--- src/rtl/hamming_pkg.sv ---
// Shared SECDED types, status codes and codeword helpers.
// Used by the decoder and reusable by the encoder stage.
package hamming_pkg;

  typedef enum logic [2:0] {
    IN_LO,
    IN_HI,
    DEC,
    OUT_LO,
    OUT_HI
  } dec_state_t;

  localparam logic [1:0] ST_CLEAN = 2'b00;
  localparam logic [1:0] ST_CORR  = 2'b01;
  localparam logic [1:0] ST_DBL   = 2'b10;

  localparam int P0_POS  = 0;
  localparam int P1_POS  = 1;
  localparam int P2_POS  = 2;
  localparam int P4_POS  = 4;
  localparam int P8_POS  = 8;
  localparam int D1_POS  = 3;
  localparam int D2_POS  = 5;
  localparam int D5_POS  = 9;
  localparam int N_DATA  = 11;

  // Position of data bit k (1..11) inside the codeword.
  function automatic logic [3:0] hamming_pos(input int k);
    int p;
    if (k == 1)
      p = D1_POS;
    else if (k <= 4)
      p = D2_POS + k - 2;
    else
      p = D5_POS + k - 5;
    return p[3:0];
  endfunction

  function automatic logic [3:0] hamming_syndrome(
    input logic [15:0] cw
  );
    logic [3:0] s;
    s = '0;
    for (int i = 1; i < 16; i++)
      if (cw[i]) s ^= i[3:0];
    return s;
  endfunction

endpackage

--- src/rtl/hamming_decoder_correct.sv ---
// Combinational SECDED check: syndrome, overall parity,
// single-bit correction and status classification.
import hamming_pkg::*;

module hamming_correct (
  input  logic [15:0] cw,
  output logic [11:1] data,
  output logic [1:0]  f
);

  logic [3:0] s;
  logic       q;

  assign s = hamming_syndrome(cw);
  assign q = ^cw;

  // A data bit is flipped only when q flags a single error at its position.
  always_comb begin
    data = '0;
    for (int k = 1; k <= N_DATA; k++)
      data[k] = cw[hamming_pos(k)]
              ^ (q && (s == hamming_pos(k)));
  end

  always_comb begin
    f = ST_CLEAN;
    unique case (1'b1)
      q:                  f = ST_CORR;
      (!q && s != 4'd0):  f = ST_DBL;
      default:            f = ST_CLEAN;
    endcase
  end

endmodule

--- src/rtl/hamming_decoder.sv ---
// Byte-streaming SECDED decoder: two bytes in, two bytes out,
// with saturating word/corrected/double-error counters.
import hamming_pkg::*;

module hamming_decoder #(
  parameter int CNT_W = 8
) (
  input  logic             clk,
  input  logic             reset,
  input  logic [7:0]       in_byte,
  input  logic             in_valid,
  output logic             in_ready,
  output logic [7:0]       out_byte,
  output logic             out_valid,
  input  logic             out_ready,
  output logic [CNT_W-1:0] word_cnt,
  output logic [CNT_W-1:0] corr_cnt,
  output logic [CNT_W-1:0] dbl_cnt
);

  dec_state_t  state, nxt;
  logic [7:0]  lo_b, hi_b, hi_out;
  logic [11:1] cor_data;
  logic [1:0]  cor_f;

  hamming_correct u_correct (
    .cw   ({hi_b, lo_b}),
    .data (cor_data),
    .f    (cor_f)
  );

  always_ff @(posedge clk or posedge reset) begin
    if (reset) state <= IN_LO;
    else       state <= nxt;
  end

  always_comb begin
    nxt = state;
    unique case (state)
      IN_LO:  if (in_valid)  nxt = IN_HI;
      IN_HI:  if (in_valid)  nxt = DEC;
      DEC:                   nxt = OUT_LO;
      OUT_LO: if (out_ready) nxt = OUT_HI;
      OUT_HI: if (out_ready) nxt = IN_LO;
      default:               nxt = IN_LO;
    endcase
  end

  always_comb begin
    in_ready  = (state == IN_LO) || (state == IN_HI);
    out_valid = (state == OUT_LO) || (state == OUT_HI);
  end

  always_ff @(posedge clk or posedge reset) begin
    if (reset) begin
      lo_b     <= '0;
      hi_b     <= '0;
      hi_out   <= '0;
      out_byte <= '0;
      word_cnt <= '0;
      corr_cnt <= '0;
      dbl_cnt  <= '0;
    end else begin
      if (state == IN_LO && in_valid) lo_b <= in_byte;
      if (state == IN_HI && in_valid) hi_b <= in_byte;
      if (state == DEC) begin
        out_byte <= cor_data[8:1];
        hi_out   <= {cor_f, 3'b000, cor_data[11:9]};
        if (word_cnt != '1)
          word_cnt <= word_cnt + CNT_W'(1);
        if (cor_f == ST_CORR && corr_cnt != '1)
          corr_cnt <= corr_cnt + CNT_W'(1);
        if (cor_f == ST_DBL && dbl_cnt != '1)
          dbl_cnt <= dbl_cnt + CNT_W'(1);
      end
      if (state == OUT_LO && out_ready) out_byte <= hi_out;
    end
  end

endmodule
--- config.mk ---
export PLATFORM = sky130hd
export DESIGN_NAME = hamming_decoder
export DESIGN_NICKNAME = d
export VERILOG_FILES = /design/src/rtl/hamming_pkg.sv /design/src/rtl/hamming_decoder_correct.sv /design/src/rtl/hamming_decoder.sv
export SDC_FILE = /design/constraint.sdc
export NUM_CORES = 1
export LEC_CHECK = 0
export CAP_MARGIN = 5
export CORE_ASPECT_RATIO = 0.6
export CORE_MARGIN = 5
export CORE_UTILIZATION = 49
export DETAILED_ROUTE_END_ITERATION = 12
export GPL_ROUTABILITY_DRIVEN = 0
export HOLD_SLACK_MARGIN = 0.12
export PLACE_DENSITY = 0.85
export SYNTH_ARGS = -nofsm -noshare
export SYNTH_HDL_FRONTEND = slang
export SYNTH_SLANG_ARGS = --single-unit
--- constraint.sdc ---
create_clock -name clk -period 2.1 [get_ports clk]
set_clock_uncertainty 0.15 [all_clocks]
set_input_delay 0.42 -clock clk [delete_from_list [all_inputs] [get_ports clk]]
set_output_delay 0.42 -clock clk [all_outputs]
set_load 0.02 [all_outputs]
==> results.txt, run 1 <==
The net count of the mapped netlist came out at approximately 290. The count of state elements after synthesis came out at between 50 and 60. The reported max-cap violation count came out at 0.

The post-placement worst setup slack came out at -0.263 ns. The worst hold path belongs to the class in2async. The hold violation total from the final report is 0. The first routing iteration left 245 violations. Of all nets on the critical path, the largest fanout is 5.

The final cell area excluding filler cells is 0.00470 mm2. TritonCTS created 5 clock buffers. The startpoint of the lowest-slack register-to-register path is hi_b[5]. The total number of vias came out at ~2800.

The buffer levels on the longest clock path came out at 2. Port buffering added 45 buffers. The final worst slack is -0.288 ns. Clock-pin slew was measured on the worst setup and hold paths at between 0.1 and 0.15 ns. STA classifies the critical path startpoint as a register. The post-synthesis instance area is between 0.002 and 0.003 mm2. The count of boundary I/O pins came out at between 40 and 50.

The final critical-path share of the clock period came out at 114%. Setup violations remaining at the end of the flow were counted as 28. Across every metal layer, demand over resource in global routing totals 22.2%. The floorplan step set the die width to 111 um. Leaving out fill and tap cells, the most frequent cell in the layout is sky130_fd_sc_hd__buf_4. The insertion delay of the later-clocked pin in the worst-skew pair is 0.33 ns. The number of pins with negative max-slew slack in the final report is 0.

The final reports fail on negative setup slack. The share of final-layout standard cells stronger than drive strength 1 came out at between 40% and 50%. The utilization after layout came out at between 70% and 80%. The critical path in this run is classified as reg2reg. The die is 70.5 um tall. The routed wire length came out at between 10 and 15 mm. In this run the clock root is driven by a sky130_fd_sc_hd__clkbuf_8. The total congestion overflow after global routing is 0. The H-tree depth is 2. The data required time of the critical path is ~2.2 ns. The final layout contains 399 nets.

The arrival time at the worst endpoint came out at ~2.5 ns. The worst setup path is captured at a register. The number of vias per cell after detailed routing is 5.96.

The global-route wire length before repair came out at between 10 and 15 mm. The area of the core came out at 0.00603 mm2. Setup repair after global routing could not meet its margin everywhere. For this configuration, the core starts out at a cell density of about half. TritonCTS built the clock tree.

After synthesis, the netlist uses 33 different library cells. Summing all placed instances gives a cell area of between 0.003 and 0.004 mm2. The worst setup path startpoint is hi_b[5].

The library cells used most frequently in the layout, excluding fill and tap cells, are 54 x sky130_fd_sc_hd__buf_4, 45 x sky130_fd_sc_hd__dfrtp_1, 42 x sky130_fd_sc_hd__clkdlybuf4s50_1, 21 x sky130_fd_sc_hd__xor2_1, 20 x sky130_fd_sc_hd__nand2_1. In the routed design, unresolved DRC markers number 0. The number of global-route vias before repair is 2664. The number of antenna-violating nets in the routed design came out at 0. The row count came out at 22. For the pin with the worst max-slew slack, the measured transition is 0.434 ns. The run finished, with violations left. The number of instances in the synthesized netlist is ~270. The fmax is around 420 MHz. The maximum number of pins on one net before global-route repair is between 50 and 60.

Relative to the synthesized area, the layout overhead comes to 57.0%. The final HPWL from detailed placement is 5.71 mm. Dividing the detail-routed wire length by the instance count gives approximately 22 um. The number of antenna repair diodes is 0. The number of warnings reported in the yosys synthesis log is 0.

The overall die area came out at roughly 0.008 mm2. The relative max-transition margin came out at roughly 70%. The per-instance average area after synthesis came out at 11.0 um2. Sequential elements use between 40% and 50% of the synthesized area. The number of search-and-repair iterations in the first detailed-routing pass is 5. The initial antenna violation count was 0. The clock sink count is 56. The clock period minus worst slack is roughly 2.4 ns.
-- cell families (layout without fill, tap and decap cells) --
kind of cell               after synthesis  count (layout)  share of synthesized area, %
muxes                                   19              19                          7.28
adders and majority gates                3               3                          1.25
AOI/OAI and AO/OA                       36              36                          7.74
DFF                                     56              56                          46.8
xor gates and xnor gates                63              63                          21.0
and+or+nand+nor                         87              87                          14.7
buffers and inverters                    8             121                          1.25
-- registers in the layout (all words and copies together) (netlist names) --
name      flops
corr_cnt      8
hi_b          8
state         3
hi_out        5
dbl_cnt       8
word_cnt      8
lo_b          8
out_byte      8
-- worst paths after layout --
check / slack (ns) / cells after the start / to
min reg2reg: 0.34 / 2 / out_byte[5]
min: 0.28 / 3 / corr_cnt[6]
max reg2reg: -0.29 / 9 / hi_out[2]
max: -0.29 / 9 / hi_out[2]
min in group clk: 0.34 / 2 / out_byte[5]
max in group asynchronous: 1.23 / 3 / hi_b[6]
-- cells in the mapped netlist --
cell                        instances  area, um2
sky130_fd_sc_hd__a31o_2             1       8.76
sky130_fd_sc_hd__o22ai_1           11       68.8
sky130_fd_sc_hd__xor2_1            27        236
sky130_fd_sc_hd__dfrtp_1           56       1400
sky130_fd_sc_hd__a21oi_1            1       5.00
sky130_fd_sc_hd__a2bb2oi_2          1       15.0
sky130_fd_sc_hd__mux2_4             1       15.0
sky130_fd_sc_hd__buf_6              1       11.3
sky130_fd_sc_hd__xnor2_2            3       48.8
sky130_fd_sc_hd__a41oi_1            1       8.76
sky130_fd_sc_hd__xor2_2             7        114
sky130_fd_sc_hd__mux2_1             1       11.3
sky130_fd_sc_hd__nor3_2             1       10.0
sky130_fd_sc_hd__and3_1             7       43.8
sky130_fd_sc_hd__a31oi_1            2       12.5
sky130_fd_sc_hd__nand2b_1           2       12.5
sky130_fd_sc_hd__and2_1             2       12.5
sky130_fd_sc_hd__a211oi_1           1       7.51
sky130_fd_sc_hd__nand4_1            7       43.8
sky130_fd_sc_hd__clkbuf_1           5       18.8
sky130_fd_sc_hd__o21ai_0           12       60.1
sky130_fd_sc_hd__nand2_1           24       90.1
sky130_fd_sc_hd__nor3_1            13       65.1
sky130_fd_sc_hd__nand3b_1           1       7.51
sky130_fd_sc_hd__ha_1               3       37.5
sky130_fd_sc_hd__mux2_2            17        191
sky130_fd_sc_hd__nor4_1            11       68.8
sky130_fd_sc_hd__nand3_1           11       55.1
sky130_fd_sc_hd__inv_1              2       7.51
sky130_fd_sc_hd__a22oi_1            5       37.5
sky130_fd_sc_hd__o31ai_1            1       7.51
sky130_fd_sc_hd__xnor2_1           26        228
sky130_fd_sc_hd__nor2_1             8       30.0
-- through the flow --
step | cells | hold slack, ns | setup TNS [ns]
finish | 469 | 0.284 | -4.35
global route | 469 | 0.326 | -6.01
CTS | 458 | 0.322 | -0.850
detailed placement | 445 | 0.325 | -2.24
global placement | 445 | 0.314 | -0.999
floorplan | 272 | 0.296 | -0.0304
-- critical path: stages, from the launching register on --
cell                      delay (ns)
sky130_fd_sc_hd__dfrtp_1        0.45
sky130_fd_sc_hd__buf_6          0.16
sky130_fd_sc_hd__xnor2_4        0.14
sky130_fd_sc_hd__xor2_2         0.17
sky130_fd_sc_hd__buf_4          0.20
sky130_fd_sc_hd__nor4_4         0.31
sky130_fd_sc_hd__buf_4          0.20
sky130_fd_sc_hd__o22ai_1        0.10
sky130_fd_sc_hd__xor2_1         0.16
sky130_fd_sc_hd__o21ai_0        0.23
-- cell type report --
type,instances,area (um2)
Clock buffer,5,68.8
Clock inverter,3,26.3
Fill cell,330,1330
Inverter,2,7.51
Multi-Input combinational cell,208,2070
Sequential cell,56,1420
Tap cell,84,105
Timing Repair Buffer,111,1000
-- per-layer routing --
metal / share of wire [%] / track usage [%] / wire, um
met1: 43 / 31.1 / 4390
met2: 45 / 34.5 / 4600
met3: 9.6 / 5.80 / 984
met4: 3.1 / 6.15 / 318
met5: 0 / 0 / 0
-- timing repair --
| action | CTS | global route |
|---|---|---|
| setup endpoints to repair | 27 | 28 |
| hold buffers | 0 | 0 |
| buffers inserted | 5 | 14 |
| pin swaps | 10 | 26 |
| gates resized for setup | 40 | 60 |
Power of run 1 is not shown: default switching activity piles up to over one toggle a cycle in this logic, so the estimate is an artifact.
==> run 2: changes to the inputs <==
Settings changed: CTS_BUF_LIST from default to sky130_fd_sc_hd__clkbuf_4 sky130_fd_sc_hd__clkbuf_8 sky130_fd_sc_hd__clkbuf_16, PLACE_DENSITY 0.85 to 0.84, SYNTH_HIERARCHICAL from default to 1.
==> results.txt, run 2 <==
The fmax is 391 MHz (-6.7%). The count of boundary I/O pins is 46 (unchanged). The clock sink count is 56 (unchanged). The post-synthesis instance area is 0.00318 mm2 (+6.2%).

The H-tree depth came to 2 (unchanged). The data required time of the critical path was 2.15 ns (-0.02 ns). The reported max-cap violation count came out at 0 (unchanged). The row count is 22 (unchanged). The classification of the worst-slack hold path is in2async.

The detailed-routed wire length on met3 came to 551 um (-44%). The utilization after layout came to 77.2% (-0.74 points). Tracing the worst setup path back leads to its startpoint at lo_b[7]. The total congestion overflow after global routing came out at 0 (unchanged).

The area of the core came out at 0.00619 mm2 (+2.7%). The DRC marker count from the first detailed-route iteration was 159 (-35%). The net count of the mapped netlist came out at 312 (+8.7%). The area added between synthesis and finish came out at 50.4%. The routed wire length is 8.77 mm (-15%). The maximum number of pins on one net before global-route repair was 22 (-61%). The number of antenna repair diodes came out at 0 (unchanged). The detailed-routing wirelength on met1 came out at 4.11 mm (-6.4%). The sequential area share after synthesis is 44.1% (-2.7 points). By instance count, the leading cell after synthesis is sky130_fd_sc_hd__dfrtp_1. The number of antenna-violating nets in the routed design came out at 0 (unchanged). Ranked by instance count, the synthesized netlist is headed by 56 x sky130_fd_sc_hd__dfrtp_1, 37 x sky130_fd_sc_hd__nand2_1, 35 x sky130_fd_sc_hd__xnor2_1, 26 x sky130_fd_sc_hd__mux2_2. The total number of vias came out at 2752 (-1.5%). The buffer levels on the longest clock path is 2 (unchanged). The share of final-layout standard cells stronger than drive strength 1 was 40.5% (-2.1 points). The die outline height is 72.4 um (+2.6%). The run finished, with violations left. The clock period minus worst slack is 2.56 ns (+0.173 ns). The wire length on met2 came to 4.05 mm (-12%). The CTS buffer count came to 5 (unchanged). Of all cell types, the one taking the most synthesized area is sky130_fd_sc_hd__dfrtp_1. The checks that failed: negative setup slack. The area occupied by registers came out at 0.00142 mm2 (about the same). The setup violation total in the final timing report was 27 (-3.6%). The final HPWL from detailed placement is 6.29 mm (+10%). The category of the most critical setup path is reg2reg.

The final cell area excluding filler cells came out at 0.00478 mm2 (+1.8%). The clock transition at the registers of the reported paths is 0.11 ns (about the same). The arrival time at the worst endpoint came to 2.61 ns (+0.16 ns). The share of synthesized registers carrying an async set or reset is 100% (unchanged). Walking the worst path, the cells encountered are xor2_4 -> xor2_4 -> xnor2_2 -> xor2_2 -> nor2b_4 -> nand3_4 -> nor2_2 -> mux2_2. The library cells used most frequently in the layout, excluding fill and tap cells, are 54 x sky130_fd_sc_hd__buf_4, 44 x sky130_fd_sc_hd__dfrtp_1, 42 x sky130_fd_sc_hd__clkdlybuf4s50_1, 37 x sky130_fd_sc_hd__nand2_1, 25 x sky130_fd_sc_hd__mux2_2. Leaving out fill and tap cells, the most frequent cell in the layout is sky130_fd_sc_hd__buf_4. Among all flip-flop cells after synthesis, the most frequent one is sky130_fd_sc_hd__dfrtp_1. The global-route wire length before repair is 13.5 mm (-2.5%). STA classifies the critical path startpoint as a register.

The width of the die was 114 um (+2.8%). The number of vias per cell after detailed routing is 5.63 (-5.5%). The final worst slack is -0.460 ns (-0.173 ns).

The number of instances in the synthesized netlist was 297 (+9.2%). The maximum cell stage delay along the critical path came out at 0.49 ns (+0.04 ns). The uppermost metal layer occupied by signal nets is met4.

The post-placement worst setup slack came out at -0.503 ns (-0.240 ns). The number of search-and-repair iterations in the first detailed-routing pass is 4 (-1). The number of nets in the layout came out at 419 (+5.0%). The cell depth of the worst flop-to-flop path is 8 (-1).

The number of global-route vias before repair came out at 2655 (-0.34%). The distinct cell type count after synthesis was 45 (+36%). The tightest hold margin came to 0.290 ns (+0.00667 ns). Setup repair after global routing could not meet its margin everywhere. The starting density of the core came to 51.3% (+1.7 points). The number of flops mapped to enable cells by yosys came out at 0 (unchanged). The reg2reg setup slack came out at -0.46 ns (-0.17 ns). The insertion delay of the later-clocked pin in the worst-skew pair came to 0.31 ns (-0.02 ns). The DRC violation count after routing is 0 (unchanged). The number of pins with negative max-slew slack in the final report came out at 0 (unchanged). The initial antenna violation count came out at 0 (unchanged). The hold violation total from the final report came out at 0 (unchanged). The per-instance average area after synthesis is 10.7 um2 (-2.7%). The number of warnings reported in the yosys synthesis log came out at 6 (+6). The area of placed instances came out at 0.00439 mm2 (+12%). The area of the multi-input gates is 0.00217 mm2 (+4.7%). The top cell type's share of synthesized area is 44.1% (-2.7 points). In this run the critical register-to-register path is launched from lo_b[7]. The count of state elements after synthesis is 56 (unchanged). The relative max-transition margin was 68.7% (-2.2 points). The worst setup path is captured at a register. The final critical-path share of the clock period is 122% (+8.2 points). The transition at the pin with the smallest max-transition slack came out at 0.469 ns (+0.0352 ns).

In this run the critical register-to-register path is captured at corr_cnt[5]. The total global routing track utilization is 20.8% (-1.4 points). By instance count, the cell type seen most on the critical path is sky130_fd_sc_hd__xor2_4. The detailed-route wire length per cell is 17.9 um (-18%). The count of buffers from port buffering is 45 (unchanged). In this run the clock root is driven by a sky130_fd_sc_hd__clkbuf_8. Sorting the synthesized cells by area gives the leading types as sky130_fd_sc_hd__dfrtp_1 44%, sky130_fd_sc_hd__xnor2_1 9.6%, sky130_fd_sc_hd__mux2_2 9.2%, sky130_fd_sc_hd__nand2_1 4.4%, sky130_fd_sc_hd__o211ai_1 2.6%. The largest individual stage delay along the critical path comes from the cell sky130_fd_sc_hd__dfrtp_2.

TritonCTS built the clock tree. The overall die area is 0.00825 mm2 (+5.5%). The filler cell count is 367 (+11%). The critical-path maximum fanout is 4 (-1).
## run 2: how the worst max path moves through the flow
stage                             end  slack, ns
final                     corr_cnt[5]      -0.46
after global placement    corr_cnt[7]      -0.44
after detailed placement   dbl_cnt[5]      -0.50
after global routing      corr_cnt[5]      -0.58
after floorplan           corr_cnt[5]      -0.41
after CTS                 corr_cnt[4]      -0.41
## run 2: routing by layer
layer,global-route usage (%),up-vias
met3,4.25,8
met5,0,-
met1,31.7,1386
li1,-,1275
met2,30.7,83
met4,4.35,0
## run 2: worst max-delay path, delay by kind of cell (launching register included)
kind | cells | cell delay (ns)
AND/OR/NAND/NOR | 3 | 0.46
flip-flops | 1 | 0.49
XOR/XNOR | 4 | 1.00
multiplexers | 1 | 0.35
## run 2: stage by stage
stage	setup TNS (ns)	std cells
floorplan	-4.22	297
CTS	-8.76	484
detailed placement	-10.17	475
global placement	-8.04	475
global route	-12.48	489
finish	-9.74	489
## run 2: cell type report
class | instances | share of cell area [%]
Multi-Input combinational cell | 227 | 45.4
Inverter | 7 | 0.550
Tap cell | 84 | 2.20
Clock buffer | 5 | 1.44
Clock inverter | 3 | 0.471
Timing Repair Buffer | 107 | 20.3
Sequential cell | 56 | 29.6
## run 2: logic make-up after synthesis
logic type / synth area share, %
and+or+nand+nor: 17.7
DFF: 44.1
xor gates and xnor gates: 14.9
AOI/OAI and AO/OA: 9.84
muxes: 10.3
buffers and inverters: 1.97
adders and majority gates: 1.18
## run 2: repair_timing
item / in CTS / in global routing
resized for setup: 27 / 24
pin swaps: 12 / 15
setup buffers: 3 / 6
hold buffers: 0 / 0
endpoints found under the setup margin: 30 / 31
Power of run 2 is left out for the same reason.
